**config.mk**
```make
export PLATFORM = sky130hd
export DESIGN_NAME = mat_drain
export DESIGN_NICKNAME = d
export VERILOG_FILES = /design/src/rtl/mat_drain.sv
export SDC_FILE = /design/constraint.sdc
export NUM_CORES = 2
export LEC_CHECK = 0
export ABC_AREA = 1
export CORE_ASPECT_RATIO = 1.5
export CORE_MARGIN = 1
export CORE_UTILIZATION = 25
export DETAILED_ROUTE_END_ITERATION = 10
export SYNTH_ARGS = -nofsm -noshare
export SYNTH_HDL_FRONTEND = slang
export SYNTH_SLANG_ARGS = --single-unit
```
**constraint.sdc**
```tcl
create_clock -name clk -period 5.64 [get_ports clk]
set_input_delay 1.128 -clock clk [delete_from_list [all_inputs] [get_ports clk]]
set_output_delay 1.128 -clock clk [all_outputs]
set_load 0.1 [all_outputs]
```
**src/rtl/mat_drain.sv**
```systemverilog
`default_nettype none
// ============================================================================
// Module   : mat_drain
// Purpose  : Drains a num_i x num_j result matrix C from vector memory in
//            row-major order and presents it as a valid/ready word stream.
//            Reads are throttled so that words already buffered plus reads
//            still in flight never exceed the DEPTH-word skid FIFO.
// Revision : 1.0 - initial release
// ----------------------------------------------------------------------------
// Parameters
//   DEPTH      skid-FIFO depth in words (power of two, >= 2)
// Ports
//   clk        system clock, rising edge
//   reset      asynchronous reset, active low
//   start      begin a drain (sampled in IDLE only)
//   addrM3     byte base address of C (latched at start)
//   num_i      row count of C (latched at start)
//   num_j      column count of C (latched at start)
//   mem_rd     memory read request
//   mem_addr   memory read byte address
//   mem_rdata  memory read data, one cycle after mem_rd
//   out_valid  stream word available
//   out_data   stream word
//   out_last   stream end marker (final element, or row end, see below)
//   out_ready  stream consumer accept
//   busy       drain in progress (RUN or FLUSH)
//   done       one-cycle completion pulse
// Build option
//   MAT_DRAIN_ROWLAST_EN  when defined, out_last marks the last element of
//                         every row; otherwise only the final element.
// ============================================================================
module mat_drain #(
  parameter int DEPTH = 2
) (
  input  logic        clk,
  input  logic        reset,
  input  logic        start,
  input  logic [31:0] addrM3,
  input  logic [31:0] num_i,
  input  logic [31:0] num_j,
  output logic        mem_rd,
  output logic [31:0] mem_addr,
  input  logic [31:0] mem_rdata,
  output logic        out_valid,
  output logic [31:0] out_data,
  output logic        out_last,
  input  logic        out_ready,
  output logic        busy,
  output logic        done
);

  localparam int AW = $clog2(DEPTH);
  localparam int CW = $clog2(DEPTH) + 1;

  typedef enum logic [1:0] {
    S_IDLE  = 2'd0,
    S_RUN   = 2'd1,
    S_FLUSH = 2'd2,
    S_DONE  = 2'd3
  } state_t;

  state_t r_state;
  state_t w_next;

  // Issue side
  logic [31:0] r_addr;
  logic [63:0] r_left;          // reads still to be issued
  logic        r_rd_pending;    // a read was issued last cycle
  logic        r_rd_last;
  logic        r_rd_final;
  logic        w_issue_last;
  logic        w_issue_final;
  logic        w_space;
  logic [31:0] w_used;
  logic [31:0] w_limit;

  // Skid FIFO: each entry carries {final, last, data}
  logic [33:0]   r_mem [DEPTH];
  logic [AW-1:0] r_wr_ptr;
  logic [AW-1:0] r_rd_ptr;
  logic [CW-1:0] r_count;
  logic [33:0]   w_head;
  logic          w_push;
  logic          w_pop;
  logic          w_head_final;

`ifdef MAT_DRAIN_ROWLAST_EN
  logic [31:0] r_j;
  logic [31:0] r_num_j;
  assign w_issue_last = (r_j == (r_num_j - 32'd1));
`else
  assign w_issue_last = w_issue_final;
`endif

  assign w_issue_final = (r_left == 64'd1);

  assign w_push       = r_rd_pending;
  assign w_pop        = out_valid && out_ready;
  assign w_head       = r_mem[r_rd_ptr];
  assign w_head_final = w_head[33];

  assign out_valid = (r_count != '0);
  // Gated so the stream outputs read 0 whenever nothing is presented.
  assign out_data  = out_valid ? w_head[31:0] : 32'd0;
  assign out_last  = out_valid ? w_head[32]   : 1'b0;

  assign mem_addr = r_addr;

  // Credit check. A word popped this cycle frees its slot at the same edge
  // the new read's data could land, so the pop counts as space. This keeps
  // one read per cycle with DEPTH=2 while the post-edge total of buffered
  // plus in-flight words still never exceeds DEPTH.
  assign w_used  = 32'(r_count) + 32'(r_rd_pending);
  assign w_limit = 32'(DEPTH) + 32'(w_pop);
  assign w_space = (w_used < w_limit);

  // --------------------------------------------------------------------------
  // FSM state register
  // --------------------------------------------------------------------------
  always_ff @(posedge clk or negedge reset) begin
    if (!reset) begin
      r_state <= S_IDLE;
    end else begin
      r_state <= w_next;
    end
  end

  // --------------------------------------------------------------------------
  // FSM next state and outputs
  // --------------------------------------------------------------------------
  always_comb begin
    w_next = r_state;
    mem_rd = 1'b0;
    busy   = 1'b0;
    done   = 1'b0;
    case (r_state)
      S_IDLE: begin
        if (start) begin
          if ((num_i != 32'd0) && (num_j != 32'd0)) begin
            w_next = S_RUN;
          end else begin
            w_next = S_DONE;
          end
        end
      end
      S_RUN: begin
        busy   = 1'b1;
        mem_rd = w_space;
        if (w_space && w_issue_final) begin
          w_next = S_FLUSH;
        end
      end
      S_FLUSH: begin
        busy = 1'b1;
        if (w_pop && w_head_final) begin
          w_next = S_DONE;
        end
      end
      S_DONE: begin
        done   = 1'b1;
        w_next = S_IDLE;
      end
      default: begin
        w_next = S_IDLE;
      end
    endcase
  end

  // --------------------------------------------------------------------------
  // Address walk and read tracking
  // --------------------------------------------------------------------------
  always_ff @(posedge clk or negedge reset) begin
    if (!reset) begin
      r_addr       <= 32'd0;
      r_left       <= 64'd0;
      r_rd_pending <= 1'b0;
      r_rd_last    <= 1'b0;
      r_rd_final   <= 1'b0;
`ifdef MAT_DRAIN_ROWLAST_EN
      r_j          <= 32'd0;
      r_num_j      <= 32'd0;
`endif
    end else begin
      if ((r_state == S_IDLE) && start) begin
        r_addr  <= addrM3;
        r_left  <= 64'(num_i) * 64'(num_j);
`ifdef MAT_DRAIN_ROWLAST_EN
        r_j     <= 32'd0;
        r_num_j <= num_j;
`endif
      end else if (mem_rd) begin
        r_addr <= r_addr + 32'd4;
        r_left <= r_left - 64'd1;
`ifdef MAT_DRAIN_ROWLAST_EN
        r_j    <= w_issue_last ? 32'd0 : (r_j + 32'd1);
`endif
      end
      // Tags travel with the read so they line up with mem_rdata next cycle.
      r_rd_pending <= mem_rd;
      r_rd_last    <= mem_rd && w_issue_last;
      r_rd_final   <= mem_rd && w_issue_final;
    end
  end

  // --------------------------------------------------------------------------
  // Skid FIFO control
  // --------------------------------------------------------------------------
  always_ff @(posedge clk or negedge reset) begin
    if (!reset) begin
      r_wr_ptr <= '0;
      r_rd_ptr <= '0;
      r_count  <= '0;
    end else begin
      if (w_push) begin
        r_wr_ptr <= r_wr_ptr + AW'(1);
      end
      if (w_pop) begin
        r_rd_ptr <= r_rd_ptr + AW'(1);
      end
      r_count <= r_count + CW'(w_push) - CW'(w_pop);
    end
  end

  // Storage needs no reset: entries are only visible once counted.
  always_ff @(posedge clk) begin
    if (w_push) begin
      r_mem[r_wr_ptr] <= {r_rd_final, r_rd_last, mem_rdata};
    end
  end

endmodule
`default_nettype wire

```
==> results.md <==
* Syn_nets at 7615
* Max Freq at 141 MHz
* Failing checks: negative setup slack
* Syn Inst Count at 6312
* Vias per cell at 4.49
* CTS max path bufs at 2
* WL final at 171000 um
* Die H at 528 um
* Ranking of synthesized cells by area: fa_1, nand2_1, inv_1
* Design area at 62800 um^2
* Sequential-to-total area share from yosys stat at 0.0993
* Final setup margin at -1.47 ns
* DRC errors left at 0
* Critical path fanouts, max at 6
* Initial antenna violation count at 3
* Number of global-route vias before repair at 46000
* Final setup fails at 55
* RD Place Congestion at 0.904
* FF-to-FF End: r_left[9]
* DRT Pass-1 Iters at 6
* CTS tree: built
* WP data required at 6.05 ns
* Fraction of registers with async set/reset at 0.612
* Post-DP Area at 55700 um^2
* Hold Path Origin: r_rd_final
* Crit path kind: primary input to flip-flop
* Fin nets at 8284
* First-pass GRT wire length at 261000 um
* Total vias in the final route at 42300
* Hold EP: r_mem[0][32]
* Setup crit start kind: primary input
* Register bit count reported by yosys at 170
* Final Hold Vio Count at 0
* Synthesized area at 46200 um^2
* Top-level I/O count at 201
* HPWL Detailed at 129000 um
* Worst slew pin tran at 1.14 ns
* Clk_skew at 0.0160 ns
* CP max stage cell: fa_2
* All-Layer GR Usage at 0.183
* DRT antenna net count at 0
* WHS Path Cells at 0
* Clock Latency Late Sink at 0.48 ns
* IO buf count at 200
* Clk root buf: clkbuf_16
* Clock Pin Slew Worst Setup and Hold Paths at 0.08 ns
* 1st-iter DRT viols at 2173
* WP data arrival at 7.52 ns
* Number of flops mapped to enable cells by yosys at 66
* Die X at 353 um
* Clk sinks at 170
* Worst hold path class: flip-flop to flip-flop
* Layout cells sized above 1 at 0.250
* Ant diodes at 0
* Row Count at 192
* Slew Limit Fails at 0
* Htree depth at 4
* CP endpoint kind: flip-flop
* Max transition margin at 0.241
* Initial Util at 0.252
* RSZ-0062 raised after global routing: yes
* Gr ovfl total at 0
* Die ar. at 187000 um^2
* YS warnings at 0
* Largest net degree at the start of global routing at 77
* Max-cap violations at 0
* Critical R2R Launch: r_state[0]
* Area growth syn-to-layout at 35.9%
* Max incr delay on CP at 0.60 ns
* Min Tclk post-route at 7.11 ns
* Library cells used by synthesis at 56
* Register-to-Register Path Depth at 6
* Synthesized area per cell at 7.32 um^2
* CTS Buf Count at 17
* Tcrit/Tclk final at 1.26
* Yosys top cell area share at 0.388
* Dominant synthesized flop cell: dfrtp_1
* Core Region at 183000 um^2
* Reg2Reg Setup Slack at 2.74 ns
* DR WL/cell at 18.2 um
* Outcome: finished, violations left
* Synth area leader: fa_1
==> cells in the final DEF, fill, tap and decap left out, types with 22 or more instances in the layout <==
cell,count
nor2_2,32
nor3_1,22
nor2_4,58
nand2_1,1597
nor2_1,245
nand3_1,82
nand4_1,28
nand2_2,217
dfrtp_1,104
buf_4,471
fa_2,104
clkdlybuf4s50_1,136
xor2_1,29
nand2_4,80
buf_6,121
nor4_1,24
nand3_2,36
a21oi_1,76
a31oi_1,22
buf_8,38
inv_1,1632
buf_16,23
fa_1,792
o21ai_0,73
a21oi_2,47
buf_12,127
edfxtp_1,66
inv_2,175
ha_4,59
ha_1,213
clkbuf_16,22
==> per-stage QoR <==
stage	hold slack (ns)	util	TNS (ns)	setup slack [ns]	cells
floorplan	0.420	-	-57.75	-1.27	6312
global route	0.478	0.343	-77.68	-1.64	9419
global placement	0.433	0.304	-123.73	-2.46	9128
finish	0.465	0.343	-70.00	-1.47	9419
CTS	0.473	0.333	-69.83	-1.49	9378
detailed placement	0.448	0.304	-124.85	-2.49	9128
==> per-layer routing <==
layer | global-route usage | wire (um)
met1 | 0.180 | 56200
met2 | 0.346 | 90400
met4 | 0.141 | 17200
met5 | 0 | 25
met3 | 0.0208 | 7500
==> cells by family (layout without fill, tap and decap cells) <==
kind of cell | after synthesis | after routing | share of synthesized area
and+or+nand+nor | 2483 | 2483 | 0.217
muxes | 2 | 2 | 0.000433
DFF | 170 | 170 | 0.0993
buffers and inverters | 2119 | 2801 | 0.173
xor gates and xnor gates | 43 | 43 | 0.00815
AOI/OAI and AO/OA | 324 | 324 | 0.0390
adders and majority gates | 1171 | 1171 | 0.463
==> synth_stat cells (all sizes together) (3+ instances only) <==
library cell,number
a211oi,4
a21boi,3
a21oi,143
a31oi,22
and2,5
buf,30
clkbuf,276
dfrtp,104
edfxtp,66
fa,896
ha,275
inv,1812
nand2,1897
nand3,130
nand3b,10
nand4,30
nor2,335
nor3,41
nor4,25
o211ai,12
o21ai,102
o21bai,15
o221ai,3
o22ai,12
or2,8
xnor2,12
xor2,31
==> layout make-up <==
cell class | count | area [um^2]
Fill cell | 18800 | 120000
Multi-Input combinational cell | 4023 | 37100
Timing Repair Buffer | 956 | 10600
Inverter | 1813 | 6820
Sequential cell | 170 | 4580
Tap cell | 2425 | 3030
Clock buffer | 18 | 429
Clock inverter | 14 | 183
==> registers in the layout, summed over array words and instances, names as in the netlist <==
| name | cells |
|---|---|
| mem_addr | 32 |
| r_count | 2 |
| r_left | 64 |
| r_mem | 66 |
| r_rd_final | 1 |
| r_rd_pending | 1 |
| r_rd_ptr | 1 |
| r_state | 2 |
| r_wr_ptr | 1 |
==> worst max path at each step <==
stage                     slack [ns]  depth (start not counted)    endpoint       from
final                          -1.47                         27  r_left[35]  num_i[18]
after global routing           -1.64                         31  r_left[54]  num_j[10]
after CTS                      -1.49                         29  r_left[52]   num_i[6]
after detailed placement       -2.49                         27  r_left[46]   num_j[9]
after global placement         -2.46                         27  r_left[46]   num_j[9]
after floorplan                -1.27                         29  r_left[46]  num_j[22]
==> repair_timing <==
item | CTS | global route
cloned | 33 | 5
resized for setup | 910 | 507
pin swaps | 381 | 319
endpoints found under the setup margin | 57 | 56
hold buffers | 0 | 0
buffers inserted | 188 | 53
==> critical path, delay by kind of cell <==
| family | cells | cell delay (ns) |
|---|---|---|
| fa+ha+maj | 9 | 4.39 |
| simple gates | 8 | 0.84 |
| buf+inv | 8 | 0.80 |
| xor+xnor | 1 | 0.18 |
| compound gates | 1 | 0.15 |
Power is left out: the tool's default activity adds up to more than one toggle a clock period on the data nets, which glitch-free logic cannot reach.
